[config.mk]
export PLATFORM = sky130hd
export DESIGN_NAME = controle_turno_flat
export DESIGN_NICKNAME = d
export VERILOG_FILES = /design/src/rtl/controle_turno_if.sv /design/src/rtl/controle_turno.sv /design/src/flat_wrapper.sv
export SDC_FILE = /design/constraint.sdc
export NUM_CORES = 1
export LEC_CHECK = 0
export CAP_MARGIN = 10
export CORE_ASPECT_RATIO = 0.7
export CORE_MARGIN = 2
export CORE_UTILIZATION = 61
export CTS_CLUSTER_SIZE = 24
export DETAILED_ROUTE_END_ITERATION = 12
export PLACE_DENSITY = 0.76
export RECOVER_POWER = 100
export SKIP_CTS_REPAIR_TIMING = 1
export SLEW_MARGIN = 10
export SYNTH_ARGS = -nofsm -noshare
export SYNTH_HDL_FRONTEND = slang
export SYNTH_SLANG_ARGS = --single-unit
export TNS_END_PERCENT = 50
[constraint.sdc]
create_clock -name clk -period 7.6 [get_ports clk]
set_input_delay 1.52 -clock clk [delete_from_list [all_inputs] [get_ports clk]]
set_output_delay 1.52 -clock clk [all_outputs]
set_load 0.005 [all_outputs]
[src/rtl/controle_turno_if.sv]
// Fire-request and collision-checker bundle for controle_turno.
// master = the turn controller, slave = the environment (player input + checker).
interface controle_turno_if;
  logic       fire;
  logic [3:0] x;
  logic [3:0] y;
  logic       col_ready;
  logic       col_hit;
  logic       col_enable;
  logic [3:0] col_x;
  logic [3:0] col_y;
  logic       jogador;
  logic       busy;
  logic       repeat_shot;
  logic       timeout_err;
  logic       shot_done;
  logic       last_hit;
  logic [4:0] hits_p1;
  logic [4:0] hits_p2;
  logic       game_over;
  logic       winner;

  modport master (
    input  fire, x, y, col_ready, col_hit,
    output col_enable, col_x, col_y, jogador, busy, repeat_shot, timeout_err,
           shot_done, last_hit, hits_p1, hits_p2, game_over, winner
  );

  modport slave (
    output fire, x, y, col_ready, col_hit,
    input  col_enable, col_x, col_y, jogador, busy, repeat_shot, timeout_err,
           shot_done, last_hit, hits_p1, hits_p2, game_over, winner
  );
endinterface

[src/rtl/controle_turno.sv]
// Shot/turn controller feeding the collision checker: repeat filter, hit tallies, turn and winner.
// Optional EXTRA_TURN_ON_HIT_EN: a hit keeps the same shooter for another turn.
module controle_turno #(
  parameter int unsigned TOTAL_HITS = 17,
  parameter int unsigned TIMEOUT    = 16
) (
  input logic                clk,
  input logic                rst_n,
  controle_turno_if.master   bus
);

  typedef enum logic [2:0] {StIdle, StCheck, StFire, StResult, StDone} state_e;

  state_e       state_q;
  logic [3:0]   col_x_q, col_y_q;
  logic         jogador_q;
  logic         repeat_shot_q, timeout_err_q, shot_done_q, last_hit_q;
  logic [4:0]   hits_p1_q, hits_p2_q;
  logic         game_over_q, winner_q;
  logic         hit_acc_q;
  logic [7:0]   cnt_q;
  logic [255:0] map_q [2];

  logic [7:0]   shot_idx;
  logic [4:0]   cur_tally, new_tally;

  assign shot_idx = {col_y_q, col_x_q};

  // Saturating tally of the current shooter after the pending shot
  always_comb begin
    cur_tally = jogador_q ? hits_p2_q : hits_p1_q;
    new_tally = cur_tally;
    if (hit_acc_q && (cur_tally != 5'd31)) new_tally = cur_tally + 5'd1;
  end

  always_ff @(posedge clk or negedge rst_n) begin
    if (!rst_n) begin
      state_q       <= StIdle;
      col_x_q       <= '0;
      col_y_q       <= '0;
      jogador_q     <= 1'b0;
      repeat_shot_q <= 1'b0;
      timeout_err_q <= 1'b0;
      shot_done_q   <= 1'b0;
      last_hit_q    <= 1'b0;
      hits_p1_q     <= '0;
      hits_p2_q     <= '0;
      game_over_q   <= 1'b0;
      winner_q      <= 1'b0;
      hit_acc_q     <= 1'b0;
      cnt_q         <= '0;
      map_q[0]      <= '0;
      map_q[1]      <= '0;
    end else begin
      repeat_shot_q <= 1'b0;
      timeout_err_q <= 1'b0;
      shot_done_q   <= 1'b0;
      case (state_q)
        StIdle: begin
          if (bus.fire) begin
            col_x_q <= bus.x;
            col_y_q <= bus.y;
            state_q <= StCheck;
          end
        end
        StCheck: begin
          if (map_q[jogador_q][shot_idx]) begin
            repeat_shot_q <= 1'b1;
            state_q       <= StIdle;
          end else begin
            hit_acc_q <= 1'b0;
            cnt_q     <= '0;
            state_q   <= StFire;
          end
        end
        StFire: begin
          hit_acc_q <= hit_acc_q | bus.col_hit;
          cnt_q     <= cnt_q + 8'd1;
          // A ready on the last allowed cycle still wins over the timeout
          if (bus.col_ready) begin
            state_q <= StResult;
          end else if (cnt_q == 8'(TIMEOUT - 1)) begin
            timeout_err_q <= 1'b1;
            state_q       <= StIdle;
          end
        end
        StResult: begin
          map_q[jogador_q][shot_idx] <= 1'b1;
          last_hit_q  <= hit_acc_q;
          shot_done_q <= 1'b1;
          if (jogador_q) hits_p2_q <= new_tally;
          else           hits_p1_q <= new_tally;
          if (new_tally == 5'(TOTAL_HITS)) begin
            game_over_q <= 1'b1;
            winner_q    <= jogador_q;
            state_q     <= StDone;
          end else begin
`ifdef EXTRA_TURN_ON_HIT_EN
            if (!hit_acc_q) jogador_q <= ~jogador_q;
`else
            jogador_q <= ~jogador_q;
`endif
            state_q <= StIdle;
          end
        end
        StDone:  state_q <= StDone;
        default: state_q <= StIdle;
      endcase
    end
  end

  // Decoded straight from the state register so an async reset drops it at once
  assign bus.col_enable  = (state_q == StFire);
  assign bus.busy        = (state_q != StIdle);
  assign bus.col_x       = col_x_q;
  assign bus.col_y       = col_y_q;
  assign bus.jogador     = jogador_q;
  assign bus.repeat_shot = repeat_shot_q;
  assign bus.timeout_err = timeout_err_q;
  assign bus.shot_done   = shot_done_q;
  assign bus.last_hit    = last_hit_q;
  assign bus.hits_p1     = hits_p1_q;
  assign bus.hits_p2     = hits_p2_q;
  assign bus.game_over   = game_over_q;
  assign bus.winner      = winner_q;

endmodule

[src/flat_wrapper.sv]
// flat-port wrapper written by rule: the top's interface ports become plain ports
module controle_turno_flat 
#(
  parameter int unsigned TOTAL_HITS = 17,
  parameter int unsigned TIMEOUT    = 16
)
  (clk, rst_n, bus_fire, bus_x, bus_y, bus_col_ready, bus_col_hit, bus_col_enable, bus_col_x, bus_col_y, bus_jogador, bus_busy, bus_repeat_shot, bus_timeout_err, bus_shot_done, bus_last_hit, bus_hits_p1, bus_hits_p2, bus_game_over, bus_winner);
  controle_turno_if bus_i ();
  input logic clk;
  input logic rst_n;
  input wire logic [$bits(bus_i.fire)-1:0] bus_fire;
  input wire logic [$bits(bus_i.x)-1:0] bus_x;
  input wire logic [$bits(bus_i.y)-1:0] bus_y;
  input wire logic [$bits(bus_i.col_ready)-1:0] bus_col_ready;
  input wire logic [$bits(bus_i.col_hit)-1:0] bus_col_hit;
  output wire logic [$bits(bus_i.col_enable)-1:0] bus_col_enable;
  output wire logic [$bits(bus_i.col_x)-1:0] bus_col_x;
  output wire logic [$bits(bus_i.col_y)-1:0] bus_col_y;
  output wire logic [$bits(bus_i.jogador)-1:0] bus_jogador;
  output wire logic [$bits(bus_i.busy)-1:0] bus_busy;
  output wire logic [$bits(bus_i.repeat_shot)-1:0] bus_repeat_shot;
  output wire logic [$bits(bus_i.timeout_err)-1:0] bus_timeout_err;
  output wire logic [$bits(bus_i.shot_done)-1:0] bus_shot_done;
  output wire logic [$bits(bus_i.last_hit)-1:0] bus_last_hit;
  output wire logic [$bits(bus_i.hits_p1)-1:0] bus_hits_p1;
  output wire logic [$bits(bus_i.hits_p2)-1:0] bus_hits_p2;
  output wire logic [$bits(bus_i.game_over)-1:0] bus_game_over;
  output wire logic [$bits(bus_i.winner)-1:0] bus_winner;
  assign bus_i.fire = bus_fire;
  assign bus_i.x = bus_x;
  assign bus_i.y = bus_y;
  assign bus_i.col_ready = bus_col_ready;
  assign bus_i.col_hit = bus_col_hit;
  assign bus_col_enable = bus_i.col_enable;
  assign bus_col_x = bus_i.col_x;
  assign bus_col_y = bus_i.col_y;
  assign bus_jogador = bus_i.jogador;
  assign bus_busy = bus_i.busy;
  assign bus_repeat_shot = bus_i.repeat_shot;
  assign bus_timeout_err = bus_i.timeout_err;
  assign bus_shot_done = bus_i.shot_done;
  assign bus_last_hit = bus_i.last_hit;
  assign bus_hits_p1 = bus_i.hits_p1;
  assign bus_hits_p2 = bus_i.hits_p2;
  assign bus_game_over = bus_i.game_over;
  assign bus_winner = bus_i.winner;
  controle_turno #(.TOTAL_HITS(TOTAL_HITS), .TIMEOUT(TIMEOUT)) u_core (.clk(clk), .rst_n(rst_n), .bus(bus_i));
endmodule
==> results.py, run 1 <==
metrics = {
    "clock_network": {
        "cts_max_path_buffers": 3,
        "insertion_delay_ns": 0.58,
        "clock_sink_count": 549,
        "cts_tree": "yes",
        "path_clk_slew_ns": 0.06,
        "cts_root_buffer": "clkbuf_16",
        "numCtsBuffers": 51,
        "htree_levels": 2,
    },
    "worst_setup_path": {
        "crit_fanout": 30,
        "cp_data_required_time_ns": 8.11,
        "critical_path_class": "reg2reg",
        "regToRegStartpoint": "u_core.bus.col_x[0]",
        "crit_path_end": "u_core.map_q[269]",
        "worstPathArrival_ns": 6.37,
        "rr_worst_depth": 6,
        "reg2reg_to": "u_core.map_q[269]",
        "rrSetupSlack_ns": 1.74,
        "critPathLaunch": "u_core.bus.col_x[0]",
        "crit_path_end_kind": "flop",
        "cp-start-kind": "flop",
    },
    "cells_and_area": {
        "multi_input_area_mm2": 0.00896,
        "area_growth_pct": 11.4,
        "drive_above_1_share": 0.192,
        "nets": 1611,
        "fillCellCount": 2496,
        "antenna-diode-count": 0,
        "regArea_mm2": 0.0137,
        "finish.utilization": 0.692,
        "final_area_mm2": 0.0259,
    },
    "routing": {
        "wire_per_inst_um": 28.0,
        "wirelength_mm": 59.5,
        "wl_met2_mm": 25.4,
        "vias_per_cell": 6.85,
        "via_count": 14500,
        "drtPass1Iterations": 5,
        "ant_nets": 0,
        "drtIter0Drc": 1721,
        "top_layer": "met4",
        "wl_met3_mm": 6.35,
        "drcViolationCount": 0,
        "wl_met1_mm": 26.7,
    },
    "logic_synthesis": {
        "synth_area_per_cell_um2": 14.6,
        "synth_top_area_cell": "dfrtp_1",
        "synthCells": 1589,
        "synth-seq-area-share": 0.592,
        "synth-seq-cells": 549,
        "synth.top_cells.by_area": "dfrtp_1 (59%), mux4_2 (16%), a21o_1 (11%)",
        "synthesis.nets": 1605,
        "syn_area_mm2": 0.0232,
        "yosys_warnings": 0,
        "synthDistinctLibCells": 35,
        "synth_top_area_share": 0.592,
    },
    "min_path": {
        "min_path_type": "reg2reg",
    },
    "global_routing": {
        "grt_pass1_wl_mm": 94.8,
        "antenna_found_initial": 0,
        "grt_max_degree": 179,
        "track_usage": 0.317,
        "grt_pass1_vias": 15200,
        "grt_remaining_overflow": 0,
    },
    "floorplan": {
        "rows": 59,
        "dieArea_mm2": 0.0396,
        "ios": 40,
        "initial_core_util": 0.621,
        "die_h_um": 167,
        "coreArea_mm2": 0.0374,
        "die_x_um": 237,
    },
    "timing": {
        "hold_ws_ns": 0.451,
        "worst_pin_slew_ns": 4.30,
        "slew_violations": 492,
        "setup-tns-final_ns": 0,
        "hold_violations": 0,
        "fin_crit_sh": 0.770,
        "worst_slew_margin_rel": -1.87,
        "grt_setup_unrepaired": "no",
        "layout_min_cycle_time_ns": 5.86,
        "setup_viol": 0,
        "max_freq_mhz": 171,
        "finClkSkew_ns": 0.0150,
    },
    "outcome": {
        "status": "complete, but fails checks",
        "failed_checks": "capacitance limit, slew limit",
    },
    "run": {
        "maxCapViolations": 8,
    },
    "power": {
        "clkPwrFrac": 0.314,
        "internal-power_mw": 5.97,
        "comb_power_share": 0.256,
        "p_leak_nw": 14.6,
        "netSwitchingFraction": 0.321,
        "power_density_mw_per_mm2": 340,
        "ir_drop_mv": 0.427,
        "p_sw_mw": 2.82,
        "seqPwrFrac": 0.430,
    },
    "place": {
        "post-dp-hpwl_mm": 37.4,
        "placed_area_mm2": 0.0242,
        "gp_congestion": 0.819,
        "io_buffers": 39,
    },
}
==> cells in the mapped netlist, drive strengths merged <==
library cell,count
a21o,354
nor3,20
buf,27
a32oi,1
clkbuf,109
nand4,9
or3,5
nand2,49
dfrtp,549
nor2b,2
a21oi,8
mux2i,6
a22o,1
inv,8
or2,10
nor4,5
nor3b,2
mux2,8
o21ai,14
a22oi,1
ha,3
o21bai,160
nand3b,1
a31oi,2
mux4,170
and3,2
nand2b,12
and2,12
xor2,6
xnor2,4
nor4b,1
nor2,28
==> flip-flops by register name, summed over array words and instances, names as in the netlist <==
signal	flops
u_core.bus.last_hit	1
u_core.bus.winner	1
u_core.bus.timeout_err	1
u_core.bus.col_x	4
u_core.cnt_q	8
u_core.bus.game_over	1
u_core.bus.shot_done	1
u_core.bus.repeat_shot	1
u_core.state_q	3
u_core.bus.jogador	1
u_core.map_q	512
u_core.bus.hits_p1	5
u_core.bus.col_y	4
u_core.hit_acc_q	1
u_core.bus.hits_p2	5
==> worst max-delay path: stages, from the launching register on <==
cell	delay [ns]
dfrtp_2	0.69
clkbuf_1	2.05
nand2b_1	0.52
or2_0	1.05
nor2_1	0.89
clkbuf_1	0.38
a21o_1	0.18
==> cell type report <==
class / instances / area share
Multi-Input combinational cell: 896 / 0.346
Clock inverter: 23 / 0.0124
Sequential cell: 549 / 0.532
Clock buffer: 69 / 0.0575
Tap cell: 488 / 0.0236
Inverter: 8 / 0.00116
Timing Repair Buffer: 89 / 0.0274
==> per-stage QoR <==
| step | std cells | power (mW) | setup slack [ns] |
|---|---|---|---|
| 6_report | 2122 | 8.79 | 1.74 |
| 5_1_grt | 2122 | 9.16 | 1.17 |
| 4_1_cts | 2122 | 8.86 | 2.53 |
| 3_5_place_dp | 2030 | 6.11 | 2.52 |
| 3_3_place_gp | 2030 | 6.03 | 2.65 |
| 2_1_floorplan | 1589 | 5.25 | 4.11 |
==> how the worst min path moves through the flow <==
stage | slack [ns] | startpoint | depth (start not counted) | end
global route | 0.47 | u_core.map_q[295] | 1 | u_core.map_q[295]
global placement | 0.43 | u_core.map_q[172] | 1 | u_core.map_q[172]
finish | 0.45 | u_core.map_q[268] | 1 | u_core.map_q[268]
detailed placement | 0.44 | u_core.map_q[454] | 1 | u_core.map_q[454]
CTS | 0.45 | u_core.map_q[268] | 1 | u_core.map_q[268]
floorplan | 0.42 | u_core.map_q[258] | 1 | u_core.map_q[258]
==> cell families (layout without fill, tap and decap cells) <==
logic type,count (synthesis),in the layout,synth area share
muxes,184,184,0.171
xor gates and xnor gates,10,10,0.00377
AOI/OAI and AO/OA,541,541,0.173
and+or+nand+nor,158,158,0.0335
DFF,549,549,0.592
buffers and inverters,144,189,0.0250
adders and majority gates,3,3,0.00162
==> power by group through the flow <==
| stage | registers (mW) | logic (mW) | clock network, mW |
|---|---|---|---|
| after floorplan | 3.55 | 1.71 | 0 |
| after global placement | 3.81 | 2.22 | 0 |
| after detailed placement | 3.82 | 2.29 | 0 |
| after CTS | 3.77 | 2.30 | 2.78 |
| after global routing | 3.83 | 2.41 | 2.92 |
| final | 3.78 | 2.25 | 2.76 |
==> cell usage in the layout (no fill, tap or decap), drive strengths merged, types with 4 or more instances in the layout <==
| cell type | synthesis | final |
|---|---|---|
| nand4 | 9 | 9 |
| clkinv | 0 | 13 |
| xnor2 | 4 | 4 |
| nor4 | 5 | 5 |
| buf | 27 | 27 |
| nor3 | 20 | 20 |
| nor2 | 28 | 28 |
| dfrtp | 549 | 549 |
| or3 | 5 | 5 |
| clkdlybuf4s50 | 0 | 13 |
| and2 | 12 | 12 |
| a21o | 354 | 354 |
| mux4 | 170 | 170 |
| o21bai | 160 | 160 |
| a21oi | 8 | 8 |
| bufinv | 0 | 8 |
| dlygate4sd3 | 0 | 25 |
| mux2i | 6 | 6 |
| o21ai | 14 | 14 |
| mux2 | 8 | 8 |
| or2 | 10 | 10 |
| xor2 | 6 | 6 |
| nand2b | 12 | 12 |
| clkbuf | 109 | 93 |
| inv | 8 | 8 |
| nand2 | 49 | 49 |
==> metal layers <==
metal / vias up / track usage
met2: 730 / 0.441
li1: 5895 / -
met1: 7825 / 0.499
met5: - / 0
met4: 0 / 0.0686
met3: 78 / 0.0971
(Power assumes the default switching activity.)
==> run 2, diff against run 1 <==
==> constraint.sdc (replaced) <==
create_clock -name clk -period 6.1 [get_ports clk]
set_input_delay 1.22 -clock clk [delete_from_list [all_inputs] [get_ports clk]]
set_output_delay 1.22 -clock clk [all_outputs]
set_load 0.005 [all_outputs]
==> results.py, run 2 (synthesis results as in run 1) <==
metrics = {
    "outcome": {
        "status": "complete, but fails checks",
        "failed_checks": "capacitance limit, slew limit",
    },
    "timing": {
        "worst_slew_margin_rel": -1.37,
        "worst_pin_slew_ns": 3.55,
        "max_freq_mhz": 190,
        "setup_ws_ns": 0.847,
        "layout_min_cycle_time_ns": 5.25,
        "setup_viol": 0,
        "slew_violations": 478,
        "hold_violations": 0,
        "setup-tns-final_ns": 0,
        "finClkSkew_ns": 0.0277,
        "grt_setup_unrepaired": "no",
        "fin_crit_sh": 0.861,
    },
    "cells_and_area": {
        "largest_reg_flops": 512,
        "nets": 1615,
        "regArea_mm2": 0.0137,
        "multi_input_area_mm2": 0.00896,
        "drive_above_1_share": 0.193,
        "fillCellCount": 2483,
        "final_cell_mix": "dfrtp_1 (547), a21o_1 (354), mux4_2 (170)",
        "final_common_cell": "dfrtp_1",
        "antenna-diode-count": 0,
        "reg.largest.list": "u_core.map_q: 512 flops, u_core.cnt_q: 8 flops",
        "top_register": "u_core.map_q",
        "area_growth_pct": 11.5,
        "finish.utilization": 0.693,
    },
    "routing": {
        "vias_per_cell": 6.92,
        "drtPass1Iterations": 7,
        "via_count": 14700,
        "wirelength_mm": 60.7,
        "drcViolationCount": 0,
        "wire_per_inst_um": 28.5,
        "drtIter0Drc": 1867,
        "ant_nets": 0,
    },
    "worst_setup_path": {
        "worstPathArrival_ns": 5.68,
        "cp-start-kind": "flop",
        "rrSetupSlack_ns": 0.85,
        "crit_fanout": 51,
        "critical_path_class": "reg2reg",
        "cp_data_required_time_ns": 6.53,
        "regToRegStartpoint": "u_core.bus.col_x[1]",
        "rr_worst_depth": 8,
        "crit_path_end_kind": "flop",
        "reg2reg_to": "u_core.cnt_q[0]",
    },
    "clock_network": {
        "htree_levels": 2,
        "numCtsBuffers": 50,
        "path_clk_slew_ns": 0.06,
        "insertion_delay_ns": 0.59,
        "cts_tree": "yes",
        "cts_root_buffer": "clkbuf_16",
        "cts_max_path_buffers": 3,
        "clock_sink_count": 549,
    },
    "min_path": {
        "min_from": "u_core.map_q[463]",
        "holdPathEnd": "u_core.map_q[463]",
        "min_path_type": "reg2reg",
        "hold_depth": 1,
    },
    "floorplan": {
        "initial_core_util": 0.621,
        "rows": 59,
        "dieArea_mm2": 0.0396,
        "ios": 40,
        "coreArea_mm2": 0.0374,
        "die_x_um": 237,
        "die_h_um": 167,
    },
    "power": {
        "p_leak_nw": 14.6,
        "ir_drop_mv": 0.266,
        "power_density_mw_per_mm2": 424,
    },
    "global_routing": {
        "grt_remaining_overflow": 0,
        "grt_pass1_vias": 15300,
        "grt_pass1_wl_mm": 95.4,
        "grt_max_degree": 149,
        "track_usage": 0.322,
        "antenna_found_initial": 2,
    },
    "place": {
        "gp_congestion": 0.861,
        "place_ws_ns": 1.44,
        "post-dp-hpwl_mm": 37.9,
        "io_buffers": 39,
    },
    "run": {
        "maxCapViolations": 13,
    },
}
==> run 2: cell types whose count changed in the layout (fill, tap and decap cells not counted), moves of 2 or more <==
cell / previous run / this run
and2_0: 7 / 12
and2_1: 5 / 0
clkbuf_1: 28 / 32
clkbuf_16: 53 / 51
clkbuf_8: 10 / 13
clkinv_2: 13 / 11
nor3_1: 11 / 9
nor3_2: 9 / 11
==> run 2: worst max-delay path: stages (launching register included) <==
cell and delay [ns]:
dfrtp_4 0.94, clkbuf_2 1.18, mux4_2 0.46, mux4_2 0.57, mux4_2 0.54, mux4_2 0.48, mux2i_1 0.22, clkbuf_1 0.44
a31oi_1 0.18
==> run 2: report_power, final <==
| group | internal [mW] | switching, mW | leakage (nW) | total, mW |
|---|---|---|---|---|
| clock network | 1.99 | 1.40 | 0.887 | 3.40 |
| logic | 1.25 | 1.54 | 6.05 | 2.80 |
| registers | 4.15 | 0.634 | 7.61 | 4.79 |
==> run 2: how the worst max path moves through the flow <==
stage | from | end | slack, ns | cells after the start
after floorplan | u_core.bus.jogador | u_core.cnt_q[7] | 2.61 | 9
after detailed placement | u_core.bus.jogador | u_core.cnt_q[0] | 1.44 | 8
after CTS | u_core.bus.jogador | u_core.cnt_q[0] | 1.44 | 8
final | u_core.bus.col_x[1] | u_core.cnt_q[0] | 0.85 | 8
after global placement | u_core.bus.jogador | u_core.cnt_q[7] | 1.50 | 8
after global routing | u_core.bus.col_x[1] | u_core.cnt_q[7] | 0.64 | 8
==> run 2: metal layers <==
| metal | GRT usage | wire length, um |
|---|---|---|
| met1 | 0.504 | 26800 |
| met2 | 0.443 | 25900 |
| met3 | 0.109 | 6960 |
| met4 | 0.0730 | 1090 |
| met5 | 0 | 0 |
==> run 2: cell type report <==
| class | instances | share of cell area |
|---|---|---|
| clock buffer | 71 | 0.0573 |
| clock inverter | 22 | 0.0119 |
| inverter | 8 | 0.00116 |
| multi-input combinational | 896 | 0.346 |
| sequential | 549 | 0.531 |
| tap | 488 | 0.0236 |
| timing repair buffer | 94 | 0.0283 |
==> run 2: through the flow <==
stage | cell area, um2 | power, mW | hold slack, ns | std cells
2_1_floorplan | 23200 | 6.55 | 0.423 | 1589
3_3_place_gp | 24200 | 7.57 | 0.432 | 2034
3_5_place_dp | 24200 | 7.66 | 0.438 | 2034
4_1_cts | 26000 | 11.0 | 0.452 | 2127
5_1_grt | 25900 | 11.4 | 0.460 | 2128
6_report | 25900 | 11.0 | 0.449 | 2128
